===== config.mk =====
export PLATFORM = sky130hd
export DESIGN_NAME = decode
export DESIGN_NICKNAME = d
export VERILOG_FILES = /design/src/rtl/mips_pkg.sv /design/src/rtl/reg_file.sv /design/src/rtl/decode.sv
export SDC_FILE = /design/constraint.sdc
export NUM_CORES = 2
export LEC_CHECK = 0
export ABC_AREA = 1
export BUFFER_PORTS_ARGS = -buffer_cell sky130_fd_sc_hd__buf_2
export CAP_MARGIN = 40
export CORE_MARGIN = 3
export CORE_UTILIZATION = 32
export DETAILED_ROUTE_END_ITERATION = 10
export SYNTH_ARGS = -nofsm -noshare
export SYNTH_HDL_FRONTEND = slang
export SYNTH_SLANG_ARGS = --single-unit
export TNS_END_PERCENT = 5

===== constraint.sdc =====
create_clock -name clock -period 1.72 [get_ports clock]
set_input_delay 0.086 -clock clock [delete_from_list [all_inputs] [get_ports clock]]
set_output_delay 0.086 -clock clock [all_outputs]
set_load 0.1 [all_outputs]

===== src/rtl/mips_pkg.sv =====
// mips_pkg: shared ALU op encoding, opcode/funct and stage constants, and control decode for the MIPS decode stage
package mips_pkg;
  typedef enum logic [3:0] {
    ALU_ADD = 4'd0,
    ALU_SUB = 4'd1,
    ALU_AND = 4'd2,
    ALU_OR  = 4'd3,
    ALU_SLT = 4'd4,
    ALU_SLL = 4'd5,
    ALU_SRL = 4'd6,
    ALU_MUL = 4'd7
  } alu_op_t;
  typedef enum logic [1:0] {DEST_RT, DEST_RD, DEST_RA} dest_sel_t;
  localparam logic [5:0] OP_RTYPE = 6'h00;
  localparam logic [5:0] OP_J     = 6'h02;
  localparam logic [5:0] OP_JAL   = 6'h03;
  localparam logic [5:0] OP_BEQ   = 6'h04;
  localparam logic [5:0] OP_BNE   = 6'h05;
  localparam logic [5:0] OP_ADDI  = 6'h08;
  localparam logic [5:0] OP_SLTI  = 6'h0A;
  localparam logic [5:0] OP_ANDI  = 6'h0C;
  localparam logic [5:0] OP_ORI   = 6'h0D;
  localparam logic [5:0] OP_MUL   = 6'h1C;
  localparam logic [5:0] OP_LW    = 6'h23;
  localparam logic [5:0] OP_SW    = 6'h2B;
  localparam logic [5:0] FN_SLL   = 6'h00;
  localparam logic [5:0] FN_SRL   = 6'h02;
  localparam logic [5:0] FN_ADD   = 6'h20;
  localparam logic [5:0] FN_SUB   = 6'h22;
  localparam logic [5:0] FN_AND   = 6'h24;
  localparam logic [5:0] FN_OR    = 6'h25;
  localparam logic [5:0] FN_SLT   = 6'h2A;
  localparam logic [5:0] FN_MUL   = 6'h02;
  localparam logic [2:0] STAGE_FETCH  = 3'd0;
  localparam logic [2:0] STAGE_DECODE = 3'd1;
  localparam logic [2:0] STAGE_EXEC   = 3'd2;
  localparam logic [2:0] STAGE_MEM    = 3'd3;
  localparam logic [2:0] STAGE_WB     = 3'd4;
  localparam logic [4:0] LINK_REG = 5'd31;
  typedef struct packed {
    alu_op_t   alu_op;
    logic      alu_src;
    logic      reg_write;
    logic      mem_read;
    logic      mem_write;
    logic      branch_eq;
    logic      branch_ne;
    logic      jump;
    logic      link;
    logic      illegal;
    logic      zero_ext;
    dest_sel_t dest_sel;
  } ctrl_t;
  function automatic ctrl_t ctrl_decode(input logic [5:0] op, input logic [5:0] fn);
    ctrl_t c;
    c = '0;
    c.alu_op = ALU_ADD;
    c.dest_sel = DEST_RT;
    case (op)
      OP_RTYPE: begin
        c.dest_sel = DEST_RD;
        c.reg_write = 1'b1;
        case (fn)
          FN_ADD:  c.alu_op = ALU_ADD;
          FN_SUB:  c.alu_op = ALU_SUB;
          FN_AND:  c.alu_op = ALU_AND;
          FN_OR:   c.alu_op = ALU_OR;
          FN_SLT:  c.alu_op = ALU_SLT;
          FN_SLL:  c.alu_op = ALU_SLL;
          FN_SRL:  c.alu_op = ALU_SRL;
          default: c.illegal = 1'b1;
        endcase
      end
      OP_MUL: begin
        c.dest_sel = DEST_RD;
        c.reg_write = 1'b1;
        c.alu_op = ALU_MUL;
        c.illegal = fn != FN_MUL;
      end
      OP_ADDI: {c.alu_src, c.reg_write} = 2'b11;
      OP_SLTI: begin
        {c.alu_src, c.reg_write} = 2'b11;
        c.alu_op = ALU_SLT;
      end
      OP_ANDI: begin
        {c.alu_src, c.reg_write, c.zero_ext} = 3'b111;
        c.alu_op = ALU_AND;
      end
      OP_ORI: begin
        {c.alu_src, c.reg_write, c.zero_ext} = 3'b111;
        c.alu_op = ALU_OR;
      end
      OP_LW:  {c.alu_src, c.reg_write, c.mem_read} = 3'b111;
      OP_SW:  {c.alu_src, c.mem_write} = 2'b11;
      OP_BEQ: begin
        c.branch_eq = 1'b1;
        c.alu_op = ALU_SUB;
      end
      OP_BNE: begin
        c.branch_ne = 1'b1;
        c.alu_op = ALU_SUB;
      end
      OP_J:   c.jump = 1'b1;
      OP_JAL: begin
        {c.jump, c.link, c.reg_write} = 3'b111;
        c.dest_sel = DEST_RA;
      end
      default: c.illegal = 1'b1;
    endcase
    // an illegal word must not disturb architectural state downstream
    if (c.illegal) begin
      c.reg_write = 1'b0;
      c.alu_op = ALU_ADD;
    end
    return c;
  endfunction
endpackage


===== src/rtl/reg_file.sv =====
// reg_file: 32x32 register file, two combinational reads, one synchronous write, register 0 hardwired to zero
//   clock, reset_n : clock and synchronous active-low clear of every register
//   i_ra, i_rb     : read addresses; o_a, o_b: read data
//   i_we, i_wa, i_wd : write enable, address, data
module reg_file #(
  parameter int REG_COUNT = 32,
  parameter int DATA_W = 32,
  localparam int AW = $clog2(REG_COUNT)
) (
  input  logic              clock,
  input  logic              reset_n,
  input  logic [AW-1:0]     i_ra,
  input  logic [AW-1:0]     i_rb,
  output logic [DATA_W-1:0] o_a,
  output logic [DATA_W-1:0] o_b,
  input  logic              i_we,
  input  logic [AW-1:0]     i_wa,
  input  logic [DATA_W-1:0] i_wd
);
  logic [REG_COUNT-1:0][DATA_W-1:0] r_mem;
  always_ff @(posedge clock)
    if (!reset_n) r_mem <= '0;
    else if (i_we && i_wa != '0) r_mem[i_wa] <= i_wd;
  assign o_a = i_ra == '0 ? '0 : r_mem[i_ra];
  assign o_b = i_rb == '0 ? '0 : r_mem[i_rb];
endmodule


===== src/rtl/decode.sv =====
// decode: MIPS decode stage; captures the instruction at stage 1, reads operands, latches fields and control
//   clock, reset_n        : clock and synchronous active-low reset
//   stage                 : shared stage counter (capture at 1, writeback at 4)
//   instr_in              : instruction word from fetch
//   wb_en/wb_addr/wb_data : register writeback request, honoured only at stage 4
//   outputs               : operands, immediate, fields and control, held from stage 2 until the next capture
module decode import mips_pkg::*; #(
  parameter int REG_COUNT = 32,
  parameter int DATA_W = 32,
  localparam int AW = $clog2(REG_COUNT)
) (
  input  logic              clock,
  input  logic              reset_n,
  input  logic [2:0]        stage,
  input  logic [DATA_W-1:0] instr_in,
  input  logic              wb_en,
  input  logic [AW-1:0]     wb_addr,
  input  logic [DATA_W-1:0] wb_data,
  output logic [DATA_W-1:0] rs_data,
  output logic [DATA_W-1:0] rt_data,
  output logic [DATA_W-1:0] imm_ext,
  output logic [4:0]        shamt,
  output logic [AW-1:0]     dest_addr,
  output logic [25:0]       jump_target,
  output logic [3:0]        alu_op,
  output logic              alu_src,
  output logic              reg_write,
  output logic              mem_read,
  output logic              mem_write,
  output logic              branch_eq,
  output logic              branch_ne,
  output logic              jump,
  output logic              link,
  output logic              illegal
);
  logic [DATA_W-1:0] w_rs_val, w_rt_val, w_imm;
  logic [AW-1:0] w_dest;
  ctrl_t w_ctrl;
  assign w_ctrl = ctrl_decode(instr_in[31:26], instr_in[5:0]);
  assign w_imm = w_ctrl.zero_ext ? {{(DATA_W-16){1'b0}}, instr_in[15:0]} : {{(DATA_W-16){instr_in[15]}}, instr_in[15:0]};
  assign w_dest = w_ctrl.dest_sel == DEST_RD ? instr_in[15:11] : w_ctrl.dest_sel == DEST_RA ? LINK_REG : instr_in[20:16];
  reg_file #(.REG_COUNT(REG_COUNT), .DATA_W(DATA_W)) u_rf (
    .clock  (clock),
    .reset_n(reset_n),
    .i_ra   (instr_in[25:21]),
    .i_rb   (instr_in[20:16]),
    .o_a    (w_rs_val),
    .o_b    (w_rt_val),
    .i_we   (stage == STAGE_WB && wb_en),
    .i_wa   (wb_addr),
    .i_wd   (wb_data)
  );
  always_ff @(posedge clock)
    if (!reset_n) begin
      {rs_data, rt_data, imm_ext, shamt, dest_addr, jump_target} <= '0;
      {alu_op, alu_src, reg_write, mem_read, mem_write} <= '0;
      {branch_eq, branch_ne, jump, link, illegal} <= '0;
    end else if (stage == STAGE_DECODE) begin
      rs_data <= w_rs_val;
      rt_data <= w_rt_val;
      imm_ext <= w_imm;
      shamt <= instr_in[10:6];
      dest_addr <= w_dest;
      jump_target <= instr_in[25:0];
      alu_op <= w_ctrl.alu_op;
      alu_src <= w_ctrl.alu_src;
      reg_write <= w_ctrl.reg_write;
      mem_read <= w_ctrl.mem_read;
      mem_write <= w_ctrl.mem_write;
      branch_eq <= w_ctrl.branch_eq;
      branch_ne <= w_ctrl.branch_ne;
      jump <= w_ctrl.jump;
      link <= w_ctrl.link;
      illegal <= w_ctrl.illegal;
    end
endmodule


==> results.toml <==
[outcome]
status = "finished, violations left"
violations = "negative setup slack"

[synth]
seq_area_frac_synth_pct = 38.5
synth_area_leaders = "dfxtp_1 (38%), nand2_1 (15%), a21oi_1 (12%)"
yosys.area.top_type = "dfxtp_1"
syn-cell-area_um2 = 58900
synth_top_area_share_pct = 38.5
synth.distinct_cells = 40
yosys_register_bits = 1132
yosys_warnings = 0
synthesis.nets = 9262
synth_area_per_cell_um2 = 6.41
netlist_instances = 9187

[power]
p_comb_share_pct = 12.9
total_leakage_power_nw = 28.2
seqPwrFrac_pct = 41.2
totalPowerFinal_w = 0.0642
sw_frac_of_total_pct = 28.3
cellPowerDensity_nw_per_um2 = 888
clockPowerShare_pct = 45.9
ir_drop_uv = 1070
p_int_w = 0.0461
power_switching_w = 0.0182

[worst_setup_path]
path_cells = "buf_2"
critical_path_class = "register to primary output"
critical-path-top-delay-family = "buffers and inverters"
path_buf_inv = 1
endpoint_kind = "primary output"
start_kind = "register"
cp_slowest_stage_delay_ps = 460
critPathMaxFanout = 3
crit_required_ps = 1630
arrival_ps = 1670
cp_slowest_cell = "buf_2"

[timing]
finalSetupViolCount = 2
fmax_mhz = 570
fin_crit_ps = 1750
finalWorstSetupSlack_ps = -34.3
hold_violations = 0
slew_headroom_pct = 48.0
drv_slew = 0
rsz0062_at_grt = "true"
min_period_over_period_pct = 102
fin_worst_skew_ps = 39.8
worstMarginPinSlew_ps = 779

[final_layout]
drive_gt1_share_pct = 11.1
fillers = 18700
regArea_um2 = 22700
syn_to_final_growth_pct = 23.0
multi_input_area_um2 = 30100
fin_nets = 9375

[floorplanning]
pin_count = 220
start_util_pct = 32.4
die_x_um = 435
std_cell_rows = 156
dieArea_um2 = 189000
fp.coreArea_um2 = 182000
die-height_um = 435

[route]
dr_total_vias = 66200
via_per_inst = 5.58
detail_route.drc_violations = 0
first_pass_iters = 9
first_iter_violations = 9098
wl_per_cell_um = 23.2
wirelength_um = 276000
ant_nets = 0

[placement]
gp_congestion = 0.926
dp_hpwl_um = 179000
dpl_worst_slack_ps = -298
io_buffers = 218

[global_routing]
gr-max-usage-layer = "met2"
grt_use_total_pct = 27.7
use_met3_pct = 6.54
use_met1_pct = 35.5
grt_antenna_before_repair = 13
grtUsageMet2_pct = 41.9
grt_max_degree = 134
grt_pass1_wl_um = 401000
grt_pass1_vias = 59700
grt.overflow.total = 0

[hold_path]
worstHoldPathType = "input pin to register"

[cts]
cts-root-buf = "clkbuf_16"
h-tree-depth = 4
cts_made_buffers = 133
clk_latency_ps = 810
cts.sinks = 1132
ctsLongestPathBuffers = 3
clk_pin_slew_ps = 60
cts_tree = "yes"

[run]
drv_cap = 0
-- kinds of logic (layout without fill, tap and decap cells) --
| group | Yosys count | after routing | share of synthesized area (%) |
|---|---|---|---|
| flip-flops | 1132 | 1132 | 38.5 |
| other | 1 | 11 | 0.00637 |
| AND/OR/NAND/NOR | 3759 | 3759 | 26.9 |
| buffers and inverters | 1530 | 1743 | 10.5 |
| AO/OA/AOI/OAI | 2765 | 2765 | 24.1 |
-- placed cells by master (no fill, tap or decap), types with 28 or more instances in the layout --
cell / netlist / routed
a21oi_1: 1355 / 1355
dfxtp_1: 1132 / 1121
o21ai_0: 1134 / 1133
buf_6: 10 / 35
clkbuf_1: 549 / 31
buf_12: 0 / 253
clkbuf_16: 0 / 136
buf_2: 160 / 127
inv_1: 659 / 652
nand2_1: 2421 / 2418
nor2_1: 328 / 323
clkbuf_8: 0 / 28
o211ai_1: 101 / 101
nand3_1: 932 / 932
buf_4: 42 / 316
dlygate4sd3_1: 0 / 78
o21ai_1: 139 / 139
a211oi_1: 32 / 32
-- path summary, 6_finish.rpt --
path | slack [ps] | cells past startpoint | start | end
worst max register to register | 270 | 8 | u_rf.r_mem[911] | rs_data[15]
worst max-delay path | -30 | 1 | imm_ext[1] | jump_target[1]
worst min-delay path | 50 | 4 | instr_in[25] | jump_target[25]
worst min register to register | 440 | 2 | u_rf.r_mem[15] | u_rf.r_mem[15]
-- registers in the layout (all words and copies together) (netlist names), 3 cells and up --
signal,flops
dest_addr,5
alu_op,3
jump_target,10
imm_ext,17
rs_data,32
rt_data,32
u_rf.r_mem,1024
-- power by group through the flow --
stage	combinational, W	sequential, W	clock [W]
final	0.00826	0.0265	0.0295
after detailed placement	0.00782	0.0271	0
after global routing	0.00863	0.0265	0.0307
after CTS	0.00804	0.0265	0.0297
after global placement	0.00781	0.0271	0
after floorplan	0.00374	0.0276	0
-- worst reg2reg max path: cells and delay by family (launching register included) --
family / cells / cell delay, ps
buf+inv: 1 / 60
simple gates: 5 / 670
flops: 1 / 340
compound gates: 2 / 320
-- repair_timing --
item / in CTS / in global routing
pin swaps: 0 / 1
hold buffers: 78 / 0
gates cloned: 0 / 0
hold endpoints to repair: 994 / 0
endpoints found under the setup margin: 72 / 194
gates resized for setup: 93 / 40
setup buffers: 0 / 2
-- metal layers --
| layer | part of all wire, % | vias to the layer above |
|---|---|---|
| li1 | - | 30500 |
| met1 | 39 | 30800 |
| met2 | 43 | 3947 |
| met3 | 11 | 901 |
| met4 | 7.2 | 8 |
| met5 | 0.015 | - |
-- cell usage after synthesis (all sizes together) --
cell type and n:
o211ai 101, and3 3, nand4 8, a31oi 1, conb 1, buf 297, inv 675, dfxtp 1132
a21oi 1355, a41oi 1, and2 2, nor3 13, o21a 1, nand3b 19, clkinv 3, nand2 2422
nand3 949, o21ai 1273, nor2 343, clkbuf 555, a41o 1, a211oi 32
-- cell type report --
cell class | count | share of cell area, %
Clock inverter | 41 | 0.757
Sequential cell | 1132 | 31.3
Inverter | 678 | 3.58
Tap cell | 2449 | 4.23
Antenna cell | 10 | 0.0346
Timing Repair Buffer | 830 | 13.1
Clock buffer | 194 | 5.38
Multi-Input combinational cell | 6525 | 41.6
-- stage by stage --
stage | util (%) | std cells | TNS, ps | cell area [µm²] | hold WS [ps]
finish | 39.8 | 11900 | -68.1 | 72400 | 51.7
CTS | 39.7 | 11800 | -1270 | 72200 | 2.08
global route | 39.8 | 11900 | -468 | 72400 | 40.1
floorplan | - | 9187 | 0 | 58900 | 221
detailed placement | 36.7 | 11500 | -116990 | 66700 | 313
global placement | 36.7 | 11500 | -108070 | 66700 | 308
(Power assumes the default switching activity.)
